--- src/rtl/fetch_decode_queue.sv ---
// Two-wide fetch-to-decode instruction buffer: compacts nonzero fetch slots into a
// circular queue and presents the two oldest entries, in program order, to decode.
module fetch_decode_queue #(
    parameter int DEPTH = 8,
    parameter int XLEN  = 32
) (
    input  logic                       clk,
    input  logic                       reset,
    input  logic                       flush,
    input  logic                       in_valid,
    input  logic [XLEN-1:0]            in_inst_a,
    input  logic [XLEN-1:0]            in_pc_a,
    input  logic [XLEN-1:0]            in_inst_b,
    input  logic [XLEN-1:0]            in_pc_b,
    output logic                       in_ready,
    output logic                       out_valid_a,
    output logic [XLEN-1:0]            out_inst_a,
    output logic [XLEN-1:0]            out_pc_a,
    output logic                       out_valid_b,
    output logic [XLEN-1:0]            out_inst_b,
    output logic [XLEN-1:0]            out_pc_b,
    input  logic [1:0]                 dec_take,
    output logic [$clog2(DEPTH):0]     occupancy
);

    localparam int PW = $clog2(DEPTH);
    localparam int CW = PW + 1;

    logic [XLEN-1:0] r_inst [DEPTH];
    logic [XLEN-1:0] r_pc   [DEPTH];
    logic [PW-1:0]   r_head;
    logic [PW-1:0]   r_tail;
    logic [CW-1:0]   r_count;

    logic [1:0]      w_take;
    logic [1:0]      w_deq;
    logic [1:0]      w_enq;
    logic            w_push;
    logic            w_a_nz;
    logic            w_b_nz;
    logic [PW-1:0]   w_tail_b;
    logic [PW-1:0]   w_head_b;

    always_comb begin
        w_take   = (dec_take == 2'd3) ? 2'd2 : dec_take;
        // take exceeding count only happens when count < 2, so its low bits are exact
        w_deq    = (CW'(w_take) > r_count) ? r_count[1:0] : w_take;
        w_push   = in_valid & in_ready;
        w_a_nz   = |in_inst_a;
        w_b_nz   = |in_inst_b;
        w_enq    = w_push ? ({1'b0, w_a_nz} + {1'b0, w_b_nz}) : 2'd0;
        w_tail_b = w_a_nz ? r_tail + PW'(1) : r_tail;
        w_head_b = r_head + PW'(1);
    end

    always_ff @(posedge clk or posedge reset) begin
        if (reset) begin
            r_head  <= '0;
            r_tail  <= '0;
            r_count <= '0;
        end else if (flush) begin
            r_head  <= '0;
            r_tail  <= '0;
            r_count <= '0;
        end else begin
            r_head  <= r_head + PW'(w_deq);
            r_tail  <= r_tail + PW'(w_enq);
            r_count <= r_count + CW'(w_enq) - CW'(w_deq);
        end
    end

    // Storage is intentionally left unreset; valid gating hides stale contents.
    always_ff @(posedge clk) begin
        if (w_push && !flush) begin
            if (w_a_nz) begin
                r_inst[r_tail] <= in_inst_a;
                r_pc[r_tail]   <= in_pc_a;
            end
            if (w_b_nz) begin
                r_inst[w_tail_b] <= in_inst_b;
                r_pc[w_tail_b]   <= in_pc_b;
            end
        end
    end

    always_comb begin
        in_ready    = (r_count <= CW'(DEPTH - 2));
        occupancy   = r_count;
        out_valid_a = (r_count >= CW'(1));
        out_valid_b = (r_count >= CW'(2));
        out_inst_a  = out_valid_a ? r_inst[r_head]   : '0;
        out_pc_a    = out_valid_a ? r_pc[r_head]     : '0;
        out_inst_b  = out_valid_b ? r_inst[w_head_b] : '0;
        out_pc_b    = out_valid_b ? r_pc[w_head_b]   : '0;
    end

endmodule

--- config.mk ---
export PLATFORM = sky130hd
export DESIGN_NAME = fetch_decode_queue
export DESIGN_NICKNAME = d
export VERILOG_FILES = /design/src/rtl/fetch_decode_queue.sv
export SDC_FILE = /design/constraint.sdc
export NUM_CORES = 1
export LEC_CHECK = 0
export BUFFER_PORTS_ARGS = -buffer_cell sky130_fd_sc_hd__buf_2
export CAP_MARGIN = 20
export CORE_ASPECT_RATIO = 1.1
export CORE_UTILIZATION = 30
export DETAILED_ROUTE_END_ITERATION = 7
export GPL_ROUTABILITY_DRIVEN = 0
export GPL_TIMING_DRIVEN = 0
export PLACE_DENSITY = 0.58
export SLEW_MARGIN = 20
export SYNTH_ARGS = -nofsm -noshare
export SYNTH_HDL_FRONTEND = slang
export SYNTH_SLANG_ARGS = --single-unit
--- constraint.sdc ---
create_clock -name clk -period 3.8 [get_ports clk]
set_clock_uncertainty 0.15 [all_clocks]
set_input_delay 0.19 -clock clk [delete_from_list [all_inputs] [get_ports clk]]
set_output_delay 0.19 -clock clk [all_outputs]
set_load 0.02 [all_outputs]
==> metrics.txt <==
first-pass GRT wire length=154 mm; Routed Antenna Nets=0; failing checks=negative setup slack; Vias/cell=roughly 5.5; clock net sink count=522; crit share post-route=1.01; clock power share=0.235; top_reg_cell synth=edfxtp_1; Die Footprint=103,000 um2; Min-Delay Startpoint=in_inst_a[15]; syn avg cell area=between 15 and 20 um2; Slew Viols, Final=0; Peak VDD IR=404 uV; Yosys cell types=46; CP Data Required Time=about 4.0 ns; outcome=complete, but fails checks; footprint of the multi-input gates=14,400 um2; Core Area=101,000 um2; Net Switching=0.00983 W; placed cell count=3,496; largest net degree at the start of global routing=35; Final Hold Viols=0; RSZ-0062 raised after global routing=yes; Syn. warnings=0; fmax=0.262 GHz; crit path max fanout=9; Total Routing Usage GR=0.205; P_leak=12.6 nW; number of max-cap violations=0; Crit path largest cell delay=approximately 0.63 ns; Die X=between 300 and 400 um; Synth Register Bits=about 520; clock latency on the worst-skew pair=0.63 ns; drt first pass iters=7; vias in the first global route=22,100; switch share=0.404; cell area after synthesis=30,600 um2; ys async rst share=0.0192; total power=0.0243 W; CP max-delay cell=or4_1; GR Overflow Total=0; WL per Instance=28.5 um; EDFF count, synth=512; CTS clk-pin slew, worst paths=about 0.060 ns; layout cell share with drive strength beyond 1=0.493; Initial Utilization=0.304; Worst Slack Setup Final=-0.0223 ns; non-filler instance count after layout=~3,800; # fillers=9,558; CTS root buf=clkbuf_16; worst-margin pin slew=between 1 and 1.5 ns; worst r2r src=occupancy[3]; fin nets=between 2,000 and 3,000; vias post-DR=20,800; input/output buffers=260; post-DP HPWL=about 71 mm; Seq pwr share=0.284; syn_nets=2,069; number of buffers created by CTS=between 50 and 60; DRC Markers=0; fin crit period=3.82 ns; Core Rows=between 100 and 150; pwr/cell area=647 nW/um2; I/O pins=between 200 and 300; Finished Cell Area=37,600 um2; Seq/Total Area, Yosys=0.511; placed cell area=33,900 um2; WP data arrival=4.05 ns; initial antenna violation count=6; dpl ws=-0.793 ns; Reg2Reg Depth=11; R2R Path End=r_pc[3][31]; Die H=around 340 um; element type at the critical path start=input pin; CTS max path bufs=3; Setup crit end kind=flop; Comb power frac=0.481; worst reg2reg setup slack=0.02 ns; Rel. slew slack=0.282; setup violators final=3; sequential cell area=15,600 um2; internal power=0.0145 W; H-Tree Depth=2; synthesized instance count=between 1,500 and 2,000; Worst Hold Class=input pin to flop; Hold Path Sink=r_inst[7][15]; synth-to-layout area growth=23.0%; kind of critical path=input pin to flop; DRT iter0 DRCs=1,632; CTS tree=done; CP Cell Sequence=dlygate4sd3_1, buf_2, nor4_1, nand2_1, or4_1, clkbuf_1, nand2_1, a21oi_4, buf_12, mux2_2, dlygate4sd3_1; Routed WL=roughly 110 mm; cell count of the worst hold path=2
==> repair_timing <==
action                                 4_1_cts  5_1_grt
pin swaps                                    0        1
hold buffers                               134        0
cloned                                       0        0
endpoints found under the hold margin      532        0
gates resized for setup                     98       46
buffers inserted                            18        2
setup endpoints to repair                  542      245
==> power groups by stage <==
stage	sequential (W)	clock, W	combinational, W
after floorplan	0.00701	0	0.00714
after global placement	0.00706	0	0.0114
after detailed placement	0.00704	0	0.0116
after CTS	0.00692	0.00581	0.0119
after global routing	0.00696	0.00597	0.0124
final	0.00693	0.00571	0.0117
==> worst max-delay path, delay by kind of cell <==
kind | cells | cell delay, ns
AND/OR/NAND/NOR | 4 | 1.78
buffers and inverters | 5 | 1.74
multiplexers | 1 | 0.27
AO/OA/AOI/OAI | 1 | 0.07
==> synth_stat cells (2+ instances only) <==
library cell	n	share of area
mux4_2	256	0.19
a21oi_2	4	0.0011
nand2_1	144	0.018
mux2_1	83	0.031
mux2_2	429	0.16
mux2i_1	66	0.022
buf_4	7	0.0017
dfrtp_1	10	0.0082
ha_1	14	0.0057
nor2_1	72	0.0088
xnor2_1	6	0.0017
edfxtp_1	512	0.50
or3_1	7	0.0014
inv_1	12	0.0015
nand2b_1	3	0.00061
o21a_1	3	0.00074
xor2_1	2	0.00057
nand4b_1	2	0.00057
fa_1	4	0.0026
a21oi_1	68	0.011
buf_1	33	0.0041
nand3b_1	3	0.00074
and2_1	7	0.0014
nor2b_1	7	0.0014
o21ai_0	3	0.00049
o32ai_1	4	0.0011
clkbuf_1	74	0.0091
nand3_1	4	0.00065
buf_2	42	0.0069
or4_1	2	0.00049
nor4_1	19	0.0039
==> cell families after synthesis <==
logic type,synth area share
AO/OA/AOI/OAI,0.0162
XOR/XNOR,0.00229
AND/OR/NAND/NOR,0.0403
multiplexers,0.399
buffers and inverters,0.0233
flip-flops,0.511
adder cells (fa/ha/maj),0.00835
==> registers in the layout (all words and copies together), names as in the netlist <==
register,flops
r_head,3
occupancy,4
r_inst,256
r_pc,256
r_tail,3
==> metrics by stage <==
| stage | hold slack (ns) | setup TNS, ns | utilization |
|---|---|---|---|
| floorplan | -0.120 | 0 | - |
| global placement | 0.0728 | -1061.13 | 0.333 |
| detailed placement | 0.0829 | -287.38 | 0.337 |
| CTS | 0.0204 | 0 | 0.373 |
| global route | 0.0737 | -4.54 | 0.373 |
| finish | 0.0425 | -0.0543 | 0.373 |
==> final cells by class <==
type                    count  share of cell area
diodes                      1           0.0000665
repair buffers            431              0.0850
clock buffers              69              0.0402
well taps                1302              0.0433
clock inverters            38             0.00971
plain buffers             155              0.0226
flip-flops and latches    522               0.415
multi-input cells        1226               0.382
inverters                  13             0.00130
==> worst max path at each step <==
stage	slack (ns)	cells past startpoint	endpoint	startpoint
final	-0.02	11	r_pc[3][31]	in_inst_b[19]
after CTS	0.002	7	out_pc_b[1]	r_head[0]
after global placement	-2.27	9	r_pc[1][4]	in_inst_a[3]
after detailed placement	-0.79	9	r_inst[4][17]	in_inst_a[29]
after global routing	-0.18	11	r_pc[3][31]	occupancy[3]
after floorplan	0.03	7	r_inst[5][0]	occupancy[3]
==> cells in the final DEF, fill, tap and decap left out, types with 23 or more instances in the layout <==
cell,synthesis,final
a21oi_1,68,63
buf_2,42,312
buf_4,7,23
clkbuf_1,74,37
clkbuf_16,0,59
clkbuf_2,0,36
dlygate4sd3_1,0,134
edfxtp_1,512,512
mux2_1,83,83
mux2_2,429,429
mux2i_1,66,66
mux4_2,256,256
nand2_1,144,143
nor2_1,72,71
==> per-layer routing <==
layer | share of wire | vias to the layer above | global-route usage | wire length, um
met4 | 0.036 | 6 | 0.0749 | 3880
met1 | 0.39 | 10900 | 0.254 | 42100
met5 | 0.00039 | - | 0 | 42
li1 | - | 8754 | - | -
met2 | 0.50 | 900 | 0.359 | 53800
met3 | 0.068 | 216 | 0.0344 | 7340
Note: power is estimated with default switching activity, not from simulation.
